## src/rtl/score_keeper_bcd.sv

```systemverilog
// score_keeper_bcd: a multi-digit BCD game score with a session high score.
//
// Award requests arrive over a valid/ready handshake. An award of N points is
// applied one point per clock while add_ready_o is low. The block also tracks
// the session high score and drives active-low seven-segment patterns for
// every digit.
//
// Ports:
//   clk_i        system clock; all state changes on the rising edge
//   reset_i      synchronous, active-high; clears score, high score and FSM
//   enable_i     game active; low clears the current game and keeps the high score
//   add_valid_i  award request valid
//   add_pts_i    points to award, unsigned
//   add_ready_o  the block can accept an award this cycle
//   show_high_i  display select: 0 = score, 1 = high score
//   score_bcd_o  current score, digit 0 in [3:0]
//   high_bcd_o   session high score
//   new_high_o   sticky: the current game has beaten the previous high score
//   saturated_o  sticky: the score reached all 9s and points were dropped
//   hex_seg_o    active-low segments; digit i in [7i+6:7i]; bit0 = a ... bit6 = g
module score_keeper_bcd #(
  parameter int unsigned DIGITS   = 4,
  parameter int unsigned PTS_W    = 4,
  parameter bit          BLANK_LZ = 1'b1
) (
  input  logic                clk_i,
  input  logic                reset_i,
  input  logic                enable_i,
  input  logic                add_valid_i,
  input  logic [PTS_W-1:0]    add_pts_i,
  output logic                add_ready_o,
  input  logic                show_high_i,
  output logic [4*DIGITS-1:0] score_bcd_o,
  output logic [4*DIGITS-1:0] high_bcd_o,
  output logic                new_high_o,
  output logic                saturated_o,
  output logic [7*DIGITS-1:0] hex_seg_o
);

  typedef enum logic [0:0] {StIdle, StCount} state_e;

  state_e                state_q, state_d;
  logic [4*DIGITS-1:0]   score_q, score_d;
  logic [4*DIGITS-1:0]   high_q, high_d;
  logic [PTS_W-1:0]      remaining_q, remaining_d;
  logic                  new_high_q, new_high_d;
  logic                  saturated_q, saturated_d;

  logic [4*DIGITS-1:0]   score_inc;
  logic                  all_nines;
  logic                  inc_carry;
  logic [3:0]            inc_digit;
  logic                  award_start;

  // Active-low gfedcba pattern for one BCD digit.
  function automatic logic [6:0] seg7(input logic [3:0] d);
    logic [6:0] s;
    unique case (d)
      4'd0:    s = 7'b1000000;
      4'd1:    s = 7'b1111001;
      4'd2:    s = 7'b0100100;
      4'd3:    s = 7'b0110000;
      4'd4:    s = 7'b0011001;
      4'd5:    s = 7'b0010010;
      4'd6:    s = 7'b0000010;
      4'd7:    s = 7'b1111000;
      4'd8:    s = 7'b0000000;
      4'd9:    s = 7'b0010000;
      default: s = 7'b1111111;
    endcase
    return s;
  endfunction

  // BCD +1 with a combinational ripple carry; also flags the all-9s score.
  always_comb begin
    score_inc = score_q;
    all_nines = 1'b1;
    inc_carry = 1'b1;
    inc_digit = '0;
    for (int i = 0; i < int'(DIGITS); i++) begin
      inc_digit = score_q[4*i +: 4];
      if (inc_digit != 4'd9) all_nines = 1'b0;
      if (inc_carry) begin
        if (inc_digit == 4'd9) begin
          score_inc[4*i +: 4] = 4'd0;
        end else begin
          score_inc[4*i +: 4] = inc_digit + 4'd1;
          inc_carry           = 1'b0;
        end
      end
    end
  end

  // A zero-point award completes the handshake but never leaves idle.
  assign award_start = add_valid_i && (add_pts_i != '0);

  // ---------------------------------------------------------------- FSM
  always_ff @(posedge clk_i) begin
    if (reset_i) begin
      state_q <= StIdle;
    end else begin
      state_q <= state_d;
    end
  end

  always_comb begin
    state_d = state_q;
    unique case (state_q)
      StIdle:  if (award_start) state_d = StCount;
      StCount: if (all_nines || remaining_q == PTS_W'(1)) state_d = StIdle;
      default: state_d = StIdle;
    endcase
    if (!enable_i) state_d = StIdle;
  end

  always_comb begin
    add_ready_o = enable_i && (state_q == StIdle);
  end

  // ----------------------------------------------------------- datapath
  always_comb begin
    score_d     = score_q;
    high_d      = high_q;
    remaining_d = remaining_q;
    new_high_d  = new_high_q;
    saturated_d = saturated_q;
    if (!enable_i) begin
      score_d     = '0;
      remaining_d = '0;
      new_high_d  = 1'b0;
      saturated_d = 1'b0;
    end else begin
      // Unsigned compare of packed nibbles orders BCD values correctly.
      if (score_q > high_q) begin
        high_d     = score_q;
        new_high_d = 1'b1;
      end
      if (state_q == StIdle) begin
        if (award_start) remaining_d = add_pts_i;
      end else if (all_nines) begin
        // Score pinned at the maximum: drop whatever is left of the award.
        saturated_d = 1'b1;
        remaining_d = '0;
      end else begin
        score_d     = score_inc;
        remaining_d = remaining_q - PTS_W'(1);
      end
    end
  end

  always_ff @(posedge clk_i) begin
    if (reset_i) begin
      score_q     <= '0;
      high_q      <= '0;
      remaining_q <= '0;
      new_high_q  <= 1'b0;
      saturated_q <= 1'b0;
    end else begin
      score_q     <= score_d;
      high_q      <= high_d;
      remaining_q <= remaining_d;
      new_high_q  <= new_high_d;
      saturated_q <= saturated_d;
    end
  end

  assign score_bcd_o = score_q;
  assign high_bcd_o  = high_q;
  assign new_high_o  = new_high_q;
  assign saturated_o = saturated_q;

  // ------------------------------------------------------------ display
  logic [4*DIGITS-1:0] disp_val;
  logic                disp_seen_nz;
  logic [3:0]          disp_digit;

  assign disp_val = show_high_i ? high_q : score_q;

  // Walk from the most significant digit down; a digit is a leading zero
  // until some digit at or above it is non-zero. Digit 0 always shows.
  always_comb begin
    hex_seg_o    = '1;
    disp_seen_nz = 1'b0;
    disp_digit   = '0;
    for (int i = int'(DIGITS) - 1; i >= 0; i--) begin
      disp_digit = disp_val[4*i +: 4];
      if (disp_digit != 4'd0) disp_seen_nz = 1'b1;
      if (BLANK_LZ && (i != 0) && !disp_seen_nz) begin
        hex_seg_o[7*i +: 7] = 7'b1111111;
      end else begin
        hex_seg_o[7*i +: 7] = seg7(disp_digit);
      end
    end
  end

endmodule

```

## config.mk

```make
export PLATFORM = sky130hd
export DESIGN_NAME = score_keeper_bcd
export DESIGN_NICKNAME = d
export VERILOG_FILES = /design/src/rtl/score_keeper_bcd.sv
export SDC_FILE = /design/constraint.sdc
export NUM_CORES = 1
export LEC_CHECK = 0
export BUFFER_PORTS_ARGS = -buffer_cell sky130_fd_sc_hd__buf_2
export CAP_MARGIN = 10
export CORE_UTILIZATION = 25
export CTS_BUF_LIST = sky130_fd_sc_hd__clkbuf_8
export DETAILED_ROUTE_END_ITERATION = 12
export GPL_TIMING_DRIVEN = 1
export MAX_ROUTING_LAYER = met4
export SLEW_MARGIN = 25
export SYNTH_ARGS = -nofsm -noshare
export SYNTH_HDL_FRONTEND = slang
export SYNTH_SLANG_ARGS = --single-unit
```

## constraint.sdc

```tcl
create_clock -name clk_i -period 3.4 [get_ports clk_i]
set_input_delay 0.51 -clock clk_i [delete_from_list [all_inputs] [get_ports clk_i]]
set_output_delay 0.51 -clock clk_i [all_outputs]
set_load 0.05 [all_outputs]
```

==> impl_metrics.tcl <==
set metrics [dict create \
    run_status "complete, no violations" \
    tightest_slew_ps 881 \
    hold_class "reg -> reg" \
    synth_area_per_cell_um2 8.03 \
    r2r_cells 7 \
    fmax_mhz 319 \
    fp-row-count 41 \
    powerDensity_mw_per_mm2 233 \
    start_util_pct 25.9 \
    seq_area_frac_synth_pct 23.7 \
    synth_most_common_cell "dfxtp_1" \
    arrival_ps 2630 \
    hold_start "new_high_o$_SDFFE_PP0N_" \
    cp.required_ps 2890 \
    min_period_ps 3140 \
    ir_worst_vdd_uv 211 \
    syn-instance-count 410 \
    synth-edff-count 0 \
    core_mm2 0.0127 \
    cts-root-buf "clkbuf_8" \
    leakagePower_nw 1.65 \
    io_pins 72 \
    cp-end-kind "primary output" \
    place.gp.congestion 0.860 \
    syn-cell-area_mm2 0.00329 \
    fin_skew_ps 13.4 \
    setup_viol 0 \
    hold_depth 2 \
    reg2reg_slack_ps 1120 \
    cts_tree "built" \
    synth_top_area_cell "dfxtp_1" \
    synth_nets 457 \
    hold_viol 0 \
    vias 3133 \
    grt_use_total_pct 13.3 \
    numCtsBuffers 5 \
    cts_resized 0 \
    vias_per_cell 4.76 \
    ys_ff_latch 39 \
    cts.htree.levels 2 \
    grt_start_max_net_pins 34 \
    fp.dieArea_mm2 0.0136 \
    grt_pass1_vias 2837 \
    wl_per_cell_um 13.4 \
    dp_hpwl_mm 6.88 \
    drv_cap 0 \
    die_w_um 117 \
    grt-ovfl-total 0 \
    drt_iter0_markers 116 \
    die_y_um 117 \
    async_flop_share_pct 0 \
    synth_common_cells "39 x dfxtp_1, 38 x ha_1, 36 x nand2b_1" \
    relSlewSlack_pct 41.2 \
    rsz0062_at_grt "no" \
    dr.pass1.iters 4 \
    postCtsSetupRepairBufs 0 \
    cts.sink_count 39 \
    synth_top_flop_cell "dfxtp_1" \
    grt_pass1_wl_mm 13.9 \
    clk-insertion-delay-late_ps 300 \
    fin_crit_sh_pct 92.2 \
    yosys_warnings 0 \
    synth_cell_types 52 \
    nNetsFinal 532 \
    final_antenna_net_count 0 \
    clkTransAtPathRegs_ps 90 \
    portBuffers 71 \
    drc_errors 0 \
    min_to "new_high_o$_SDFFE_PP0N_" \
    cp-start-kind "primary input" \
    wirelength_mm 8.82 \
    fin_tns_setup_ps 0 \
    cts_hold_buf 0 \
    slew_violations 0 \
    drive_gt1_share_pct 22.2 \
    synth.top_cells.by_area "dfxtp_1 24%, ha_1 14%, mux2i_1 9.4%, nand2b_1 6.8%, a21oi_1 4.4%" \
    clock_path_buffers 2 \
    power.total_w 0.000933 \
    worst-setup-path-type "in -> out" \
    area_growth_pct 21.4 \
    crit_fanout 12 \
    antenna_found_initial 0 \
    rr_startpoint "score_bcd_o[15]$_SDFFE_PP0P_" \
    synth_top_area_share_pct 23.7 \
    reg2reg_to "high_bcd_o[9]$_SDFFE_PP0P_" \
    n_antenna_cell 0 \
]
## area by class of cell
type / count / area (um2)
clock buffers: 5 / 68.8
clock inverters: 3 / 43.8
fillers: 1392 / 8730
inverters: 34 / 128
multi-input cells: 321 / 2310
flip-flops and latches: 39 / 781
well taps: 172 / 215
repair buffers: 84 / 453
## flip-flops by register name (all words and copies together) (netlist names)
signal	flops
remaining_q	4
saturated_o	1
new_high_o	1
state_q	1
high_bcd_o	16
score_bcd_o	16
## cell families (layout without fill, tap and decap cells)
| logic type | count (synthesis) | count (layout) | synth area share, % |
|---|---|---|---|
| adder cells (fa/ha/maj) | 38 | 38 | 14.4 |
| flip-flops | 39 | 39 | 23.7 |
| AO/OA/AOI/OAI | 86 | 86 | 16.1 |
| XOR/XNOR | 9 | 9 | 2.39 |
| multiplexers | 38 | 38 | 11.8 |
| AND/OR/NAND/NOR | 150 | 150 | 24.9 |
| buffers and inverters | 50 | 126 | 6.69 |
## layout by cell type, fill, tap and decap left out, drive strengths merged, types with 6 or more instances in the layout
master and instances:
mux2 7, mux2i 31, nand3 10, o21ai 25, nor3 6, nand2 35, inv 34, dfxtp 39
xnor2 6, buf 84, nor2b 7, ha 38, a21oi 29, nand2b 36, nor2 29
## power by group
group          internal (W)  switching, W
logic             0.0000266     0.0000391
clock network      0.000219      0.000184
registers          0.000460    0.00000498
## worst max path at each step
| stage | start | endpoint |
|---|---|---|
| detailed placement | show_high_i | hex_seg_o[7] |
| global placement | show_high_i | hex_seg_o[12] |
| floorplan | show_high_i | hex_seg_o[10] |
| global route | show_high_i | hex_seg_o[7] |
| finish | show_high_i | hex_seg_o[7] |
| CTS | show_high_i | hex_seg_o[7] |
## through the flow
step,setup slack [ps],util [%],cell area (um2),hold slack (ps),std cells
4_1_cts,235,31.4,3990,481,658
5_1_grt,18.1,31.4,4000,489,658
2_1_floorplan,24.2,-,3310,485,410
3_5_place_dp,249,30.5,3880,461,650
3_3_place_gp,357,30.5,3880,460,650
6_report,264,31.4,4000,466,658
## critical path: stages
cell	delay, ps
buf_2	100
buf_4	210
mux2i_1	290
ha_2	280
nand2_1	60
nor3_1	260
nand4_1	210
o31a_1	340
o21ai_1	90
buf_2	270
## routing by layer
layer  global-route usage, %  part of all wire, %  up-vias
met5                       -                    0        -
li1                        -                    -     1579
met1                    16.5                   46     1490
met2                    22.6                   50       58
met4                    2.70                 0.93        0
met3                    2.27                  3.5        6
No activity file was read; power rests on OpenSTA's default activity.
